$ cat config.mk
export PLATFORM = sky130hd
export DESIGN_NAME = arb_mux_reg
export DESIGN_NICKNAME = d
export VERILOG_FILES = /design/src/rtl/arb_mux_reg_pkg.sv /design/src/rtl/arb_mux_reg_pick.sv /design/src/rtl/arb_mux_reg.sv
export SDC_FILE = /design/constraint.sdc
export NUM_CORES = 1
export LEC_CHECK = 0
export ABC_CLOCK_PERIOD_IN_PS = 1550
export CAP_MARGIN = 20
export CORE_AREA = 8 8 45 47
export DETAILED_ROUTE_END_ITERATION = 10
export DIE_AREA = 0 0 53 55
export DONT_BUFFER_PORTS = 1
export SLEW_MARGIN = 5
export SYNTH_ARGS = -nofsm -noshare
export SYNTH_HDL_FRONTEND = slang
export SYNTH_HIERARCHICAL = 1
export SYNTH_SLANG_ARGS = --single-unit
$ cat constraint.sdc
create_clock -name clk -period 1.55 [get_ports clk]
set_input_delay 0.2325 -clock clk [delete_from_list [all_inputs] [get_ports clk]]
set_output_delay 0.2325 -clock clk [all_outputs]
set_load 0.03 [all_outputs]
$ cat src/rtl/arb_mux_reg_pkg.sv
// Shared definitions for the registered arbitrating multiplexer and its sibling selector blocks.
// Holds the mode encodings and the channel-index width helper.
package arb_mux_reg_pkg;

  localparam int MUX_MODE_FIXED = 0;
  localparam int MUX_MODE_RR    = 1;

  typedef enum logic {
    ARB_FIXED = 1'b0,
    ARB_RR    = 1'b1
  } arb_mode_e;

  // Index width for n channels; a single channel still needs one bit for out_ch.
  function automatic int ch_w_calc(input int n);
    return (n <= 1) ? 1 : $clog2(n);
  endfunction

endpackage

$ cat src/rtl/arb_mux_reg_pick.sv
// Combinational arbiter: picks one requester by fixed priority or round-robin from a start pointer.
// Separated from the datapath so other selector blocks can reuse it.
module arb_pick
  import arb_mux_reg_pkg::*;
#(
  parameter int NUM_CH = 4,
  parameter int CH_W   = 2
) (
  input  logic [NUM_CH-1:0] req,
  input  logic [CH_W-1:0]   ptr,
  input  arb_mode_e         mode,
  output logic [CH_W-1:0]   grant,
  output logic              any_req
);

  // rr_idx[k] is the channel visited k steps after ptr, wrapping at NUM_CH.
  logic [CH_W-1:0] rr_idx [NUM_CH];

  genvar gi;
  generate
    for (gi = 0; gi < NUM_CH; gi++) begin : g_rot
      assign rr_idx[gi] = CH_W'((int'(ptr) + gi) % NUM_CH);
    end
  endgenerate

  assign any_req = |req;

  // Scan from the lowest-priority candidate upward so the highest-priority hit wins.
  always_comb begin
    grant = '0;
    for (int k = NUM_CH - 1; k >= 0; k--) begin
      if (mode == ARB_FIXED) begin
        if (req[k]) grant = CH_W'(k);
      end else begin
        if (req[rr_idx[k]]) grant = rr_idx[k];
      end
    end
  end

endmodule

$ cat src/rtl/arb_mux_reg.sv
// Registered N-channel multiplexer with valid/ready on every input and on the output.
// One word per cycle when the consumer is always ready; holds the word while stalled.
module arb_mux_reg
  import arb_mux_reg_pkg::*;
#(
  parameter int DATA_W = 5,
  parameter int NUM_CH = 4,
  parameter int MODE   = 0,
  parameter int CH_W   = 2
) (
  input  logic                     clk,
  input  logic                     reset,
  input  logic [NUM_CH-1:0]        in_valid,
  input  logic [NUM_CH*DATA_W-1:0] in_data,
  output logic [NUM_CH-1:0]        in_ready,
  output logic                     out_valid,
  output logic [DATA_W-1:0]        out_data,
  output logic [CH_W-1:0]          out_ch,
  input  logic                     out_ready
);

  generate
    if (CH_W != ch_w_calc(NUM_CH)) begin : g_bad_ch_w
      $error("arb_mux_reg: CH_W must equal max(1, ceil(log2(NUM_CH)))");
    end
  endgenerate

  // With a single channel there is nothing to rotate, so round-robin collapses to fixed.
  localparam arb_mode_e PICK_MODE =
    (MODE == MUX_MODE_RR && NUM_CH > 1) ? ARB_RR : ARB_FIXED;

  logic [CH_W-1:0]   ptr;
  logic [CH_W-1:0]   grant;
  logic              any_req;
  logic              load_en;
  logic              take;
  logic [DATA_W-1:0] ch_data [NUM_CH];
  logic [DATA_W-1:0] sel_data;

  genvar gi;
  generate
    for (gi = 0; gi < NUM_CH; gi++) begin : g_ch
      assign ch_data[gi]  = in_data[gi*DATA_W +: DATA_W];
      assign in_ready[gi] = !reset && load_en && in_valid[gi] && (grant == CH_W'(gi));
    end
  endgenerate

  arb_pick #(
    .NUM_CH (NUM_CH),
    .CH_W   (CH_W)
  ) u_pick (
    .req     (in_valid),
    .ptr     (ptr),
    .mode    (PICK_MODE),
    .grant   (grant),
    .any_req (any_req)
  );

  assign load_en  = !out_valid || out_ready;
  assign take     = load_en && any_req;
  assign sel_data = ch_data[grant];

  // A new word takes priority over draining, so a simultaneous in/out accept keeps out_valid high.
  always_ff @(posedge clk or posedge reset) begin
    if (reset) begin
      out_valid <= 1'b0;
      out_data  <= '0;
      out_ch    <= '0;
    end else if (take) begin
      out_valid <= 1'b1;
      out_data  <= sel_data;
      out_ch    <= grant;
    end else if (out_ready) begin
      out_valid <= 1'b0;
    end
  end

  always_ff @(posedge clk or posedge reset) begin
    if (reset) begin
      ptr <= '0;
    end else if (PICK_MODE == ARB_RR && take) begin
      ptr <= (grant == CH_W'(NUM_CH - 1)) ? '0 : grant + 1'b1;
    end
  end

endmodule

== Yosys cells after proc, flatten, opt, wreduce, memory -nomap -nowiden ==
Index checks and enable logic that the tools add are counted.
Cells by class
  equality and inequality tests: 3
  add/subtract/negate cells: 0
  divide/modulo/power cells: 0
  $mul: 0
  bitwise gates (word level): 1
  magnitude comparators: 1
  shift-type cells: 0
  reductions and logical operators: 16
  muxes and demuxes: 9
Operator list (count)
  binary-select mux 5 bit (select 2 bit): 1
  logical AND 1 bit: 10
  two-way mux 5 bit: 2
  two-way mux 2 bit: 4
  equality test 2 bit, second input constant: 2
  OR reduction 4 bit: 1
  greater-or-equal comparator 3 bit, second input constant: 1
  NOT 2 -> 3 bit: 1
  equality test 2 x 1 -> 1 bit, second input constant: 1
  logical NOT 1 bit: 2
  logical NOT 2 bit: 1
  two-way mux 1 bit: 2
  nonzero test 2 bit: 1
  logical OR 1 bit: 1
Word-level totals
  bits in latches: 0
  memories: 0
  flip-flop bits (word level): 8
  RAM bits: 0
  bits in read-only memories: 0

== Longest topological paths before layout ==
  depth after elaboration: 8
  mapped depth: 6

== By module ==
Netlist, hierarchy kept.
By module, submodules not included
  arb_mux_reg: seq. area each 200.2 um^2, instances 1, area an instance 485.5 um^2, cells each 34
  arb_pick: seq. area each 0.0 um^2, instances 1, area an instance 90.1 um^2, cells each 15

== Worst setup path before layout ==
OpenSTA, ideal clock, no wires.
  path type: input -> register
  start point: in in_valid[0]
  end point: reg out_data[0]
  setup slack: -0.113 ns
  arrival time: 1.538 ns
  stages on the path: 6
  data required time: 1.425 ns
  library setup time: 0.125 ns
  path through: nor2b_1 > a31oi_1 > o221a_2 > buf_6 > mux4_2 > mux2_2
On the way
  word-level cells in the longest chain between the ends: 5
  elaborated cells between the ends (all ways): 7
  those cells by class: 4 x mux; 1 x bitwise; 2 x reduce/logical
RTL lines
  start: declaration: line arb_mux_reg.sv:13  | input logic [NUM_CH-1:0] in_valid,
  two-way mux 2 bit: line arb_mux_reg_pick.sv:33  | if (req[k]) grant = CH_W'(k);
  via grant[0]: line arb_mux_reg.sv:33  | logic [CH_W-1:0] grant;
  NOT 2 -> 3 bit (not written as such): line arb_mux_reg.sv:61  | assign sel_data = ch_data[grant];
  binary-select mux 5 bit (select 2 bit): line arb_mux_reg.sv:61
  two-way mux 5 bit (not written as such) (2 in series): line arb_mux_reg.sv:61
  end signal: assignment: line arb_mux_reg.sv:71  | out_data <= sel_data;
  end: declaration: line arb_mux_reg.sv:17  | output logic [DATA_W-1:0] out_data,
The timed path passes the listed nets, and every way through them passes these cells. The select of a mux whose other input is x is not followed.
A chain may end at the register's enable or synchronous reset.

== Worst setup path in the final report ==
  start point: reg out_valid
  end point: out in_ready[0]
On the way
  word-level cells in the longest chain between the ends: 5
RTL lines
  start: declaration: line arb_mux_reg.sv:16  | output logic out_valid,
  start signal: assignment: line arb_mux_reg.sv:66  | out_valid <= 1'b0;
  start signal: assignment: line arb_mux_reg.sv:70  | out_valid <= 1'b1;
  start signal: assignment: line arb_mux_reg.sv:74  | out_valid <= 1'b0;
  logical NOT 1 bit: line arb_mux_reg.sv:59  | assign load_en = !out_valid || out_ready;
  logical OR 1 bit: line arb_mux_reg.sv:59
  logical AND 1 bit (3 in series): line arb_mux_reg.sv:44  | assign in_ready[gi] = !reset && load_en && in_valid[gi] && (grant == CH_W'(gi));
  end: declaration: line arb_mux_reg.sv:15  | output logic [NUM_CH-1:0] in_ready,
Every way passes these cells.

==> results.md <==
* Most Crowded Layer GR: met2
* Cells after DPL at 80
* Number of routed nets with antenna violations at 0
* Number of max-cap violations at 0
* Total core area at 1380 sq um
* Final Cycle Share at 96.3%
* Most common cell in the netlist: dfrtp_1
* Comb pwr share at 23.6%
* Final WL at 1.36 mm
* Clk buf depth at 2
* Vias at 434
* H-tree levels at 1
* Fmax at 0.670 GHz
* Worst-path cell chain: nor2b_4 > nor3_2 > and3b_2
* Synth unique cells at 26
* Clk Latency, worst-skew pair at 240 ps
* Placed cell areas at 678 sq um
* Inserted Clock Buffers at 3
* CP arrival at 1260 ps
* Remaining DRCs at 0
* Clock group share of total power at 23.9%
* Share of cells above drive strength 1 at 44.1%
* YS warnings at 10
* Async SR Flop Fraction at 100%
* Synth area leaders: dfrtp_1 35%, mux4_2 20%, mux2_2 14%
* Area Growth Syn to Fin at 27.8%
* FP Rows at 14
* Switching share of power at 34.5%
* # fillers at 124
* Die Y at 55 microns
* GRT Total Usage at 9.60%
* Most frequent cells after synthesis: 8 x dfrtp_1, 7 x mux2_2, 5 x mux4_2
* Port bufs at 0
* Cell taking the most area after synthesis: dfrtp_1
* Register bit total from synthesis at 8
* Initial core utilization at 41.6%
* Antenna diode count at 0
* Syn Inst Count at 49
* Crit-path max FO at 4
* DRT Pass-1 Iters at 2
* Area share of the largest cell type after synthesis at 34.8%
* Setup CP Type: reg2out
* Clock transition at path regs at 50 ps
* Worst setup EP type: output port
* GR Util met2 at 16.2%
* Vias in the first global route at 430
* Cell Count, Final, Fillers Out at 84
* Sequential share of the synthesized area at 34.8%
* Routing usage on met1 at 9.20%
* Final Skew at 1.18 ps
* Top Ports at 39
* Slew Limit Fails at 0
* Internal power at 0.424 mW
* Post-DP HPWL at 1.16 mm
* # clock sinks at 8
* Number of synthesized flops with an enable pin at 0
* Max incr delay on CP at 370 ps
* Vias per cell at 5.17
* 1st-iter DRT viols at 2
* LEAKAGE at 0.321 nW
* Main synth FF type: dfrtp_1
* Largest net degree at the start of global routing at 11
* Reg2Reg Setup Slack at 290 ps
* Root Driver: clkbuf_4
* GR Overflow Total at 0
* Final hold viol count at 0
* Die ar. at 2920 sq um
* CP max stage cell: dfrtp_1
* RD Place Congestion at 0.659
* Total power at 0.648 mW
* CP Launch Type: register
* Sequential power share at 52.5%
* RSZ-0062 raised after global routing: no
* Layout Nets at 97
* Fin area at 736 sq um
* Synth Cell Area at 576 sq um
* Die extent in x at 53 microns
* Critical Path RT at 1320 ps
* Final setup violation count at 0
* Status: completed
* Minimum clock period at 1490 ps
* Power per cell area at 881 nW/um^2
* CTS tree: built
* Met3 usage in global routing at 3.74%
* Mean Syn Cell Area at 11.7 sq um
* Worst vdd ir at 0.323 mV
* WL/cell at 16.2 microns
* First-pass GRT wire length at 2.06 mm
* Hold Crit Class: in2reg
* Net switching power at 0.223 mW
* Hold slack at 222 ps
* Initial antenna violation count at 0
## layer usage
metal  vias up  routed length, microns
li1        209                       -
met1       202                     405
met2        21                     725
met3         2                     203
met4         0                      27
met5         -                       0
## worst max-delay path, delay by kind of cell, from the launching register on
kind | cells | cell delay, ps
flops | 1 | 370
simple gates | 3 | 650
## timing repair
| action | CTS | global route |
|---|---|---|
| pin swaps | 2 | 4 |
| gates cloned | 0 | 0 |
| hold buffers | 1 | 0 |
| resized for setup | 2 | 4 |
| setup endpoints to repair | 4 | 7 |
| setup buffers | 0 | 1 |
| endpoints found under the hold margin | 8 | 0 |
## flip-flops by register name (all words and copies together) (netlist names)
| signal | count |
|---|---|
| out_valid | 1 |
| out_ch | 2 |
| out_data | 5 |
## area by class of cell
cell class                 count  area, sq um  share of cell area [%]
sequential                     8          200                    27.2
timing repair buffer           5         52.6                    7.14
multi-input combinational     49          429                    58.3
inverter                       3         11.3                    1.53
clock buffer                   3         22.5                    3.06
tap                           16         20.0                    2.72
## power groups by stage
stage	logic, mW	clock network (mW)	registers, mW
final	0.153	0.155	0.340
after global routing	0.167	0.172	0.346
after CTS	0.148	0.162	0.343
after global placement	0.145	0	0.346
after detailed placement	0.147	0	0.346
after floorplan	0.126	0	0.337
## metrics by stage
stage / TNS (ps) / utilization [%] / worst slack, ps
detailed placement: -1120 / 49.0 / -222
global placement: -968 / 49.0 / -198
global route: 0 / 53.2 / 4.84
CTS: 0 / 51.3 / 1.29
finish: 0 / 53.2 / 57.0
floorplan: 0 / - / 16.6
## cell families after synthesis
| group | share of synthesized area (%) |
|---|---|
| buffers and inverters | 5.43 |
| and+or+nand+nor | 17.8 |
| muxes | 33.3 |
| DFF | 34.8 |
| other | 0.652 |
| AOI/OAI and AO/OA | 8.04 |
## cell usage in the layout (no fill, tap or decap), types with 2 or more instances in the layout
cell and instances:
buf_4 3, a21oi_1 2, dfrtp_1 8, mux2_2 6, mux4_2 5, clkbuf_4 3, nor2b_1 2, inv_1 2
conb_1 15
## worst paths after layout
kind | startpoint | to | cells past startpoint
worst min register to register | out_valid$_DFFE_PP0P_ | out_valid$_DFFE_PP0P_ | 2
worst max-delay path | out_valid$_DFFE_PP0P_ | in_ready[0] | 3
worst min-delay path | in_valid[2] | out_valid$_DFFE_PP0P_ | 2
max in group asynchronous | reset | out_data[0]$_DFFE_PP0P_ | 2
min in group asynchronous | reset | out_valid$_DFFE_PP0P_ | 2
worst max register to register | out_valid$_DFFE_PP0P_ | out_ch[1]$_DFFE_PP0P_ | 4
(Power assumes the default switching activity.)
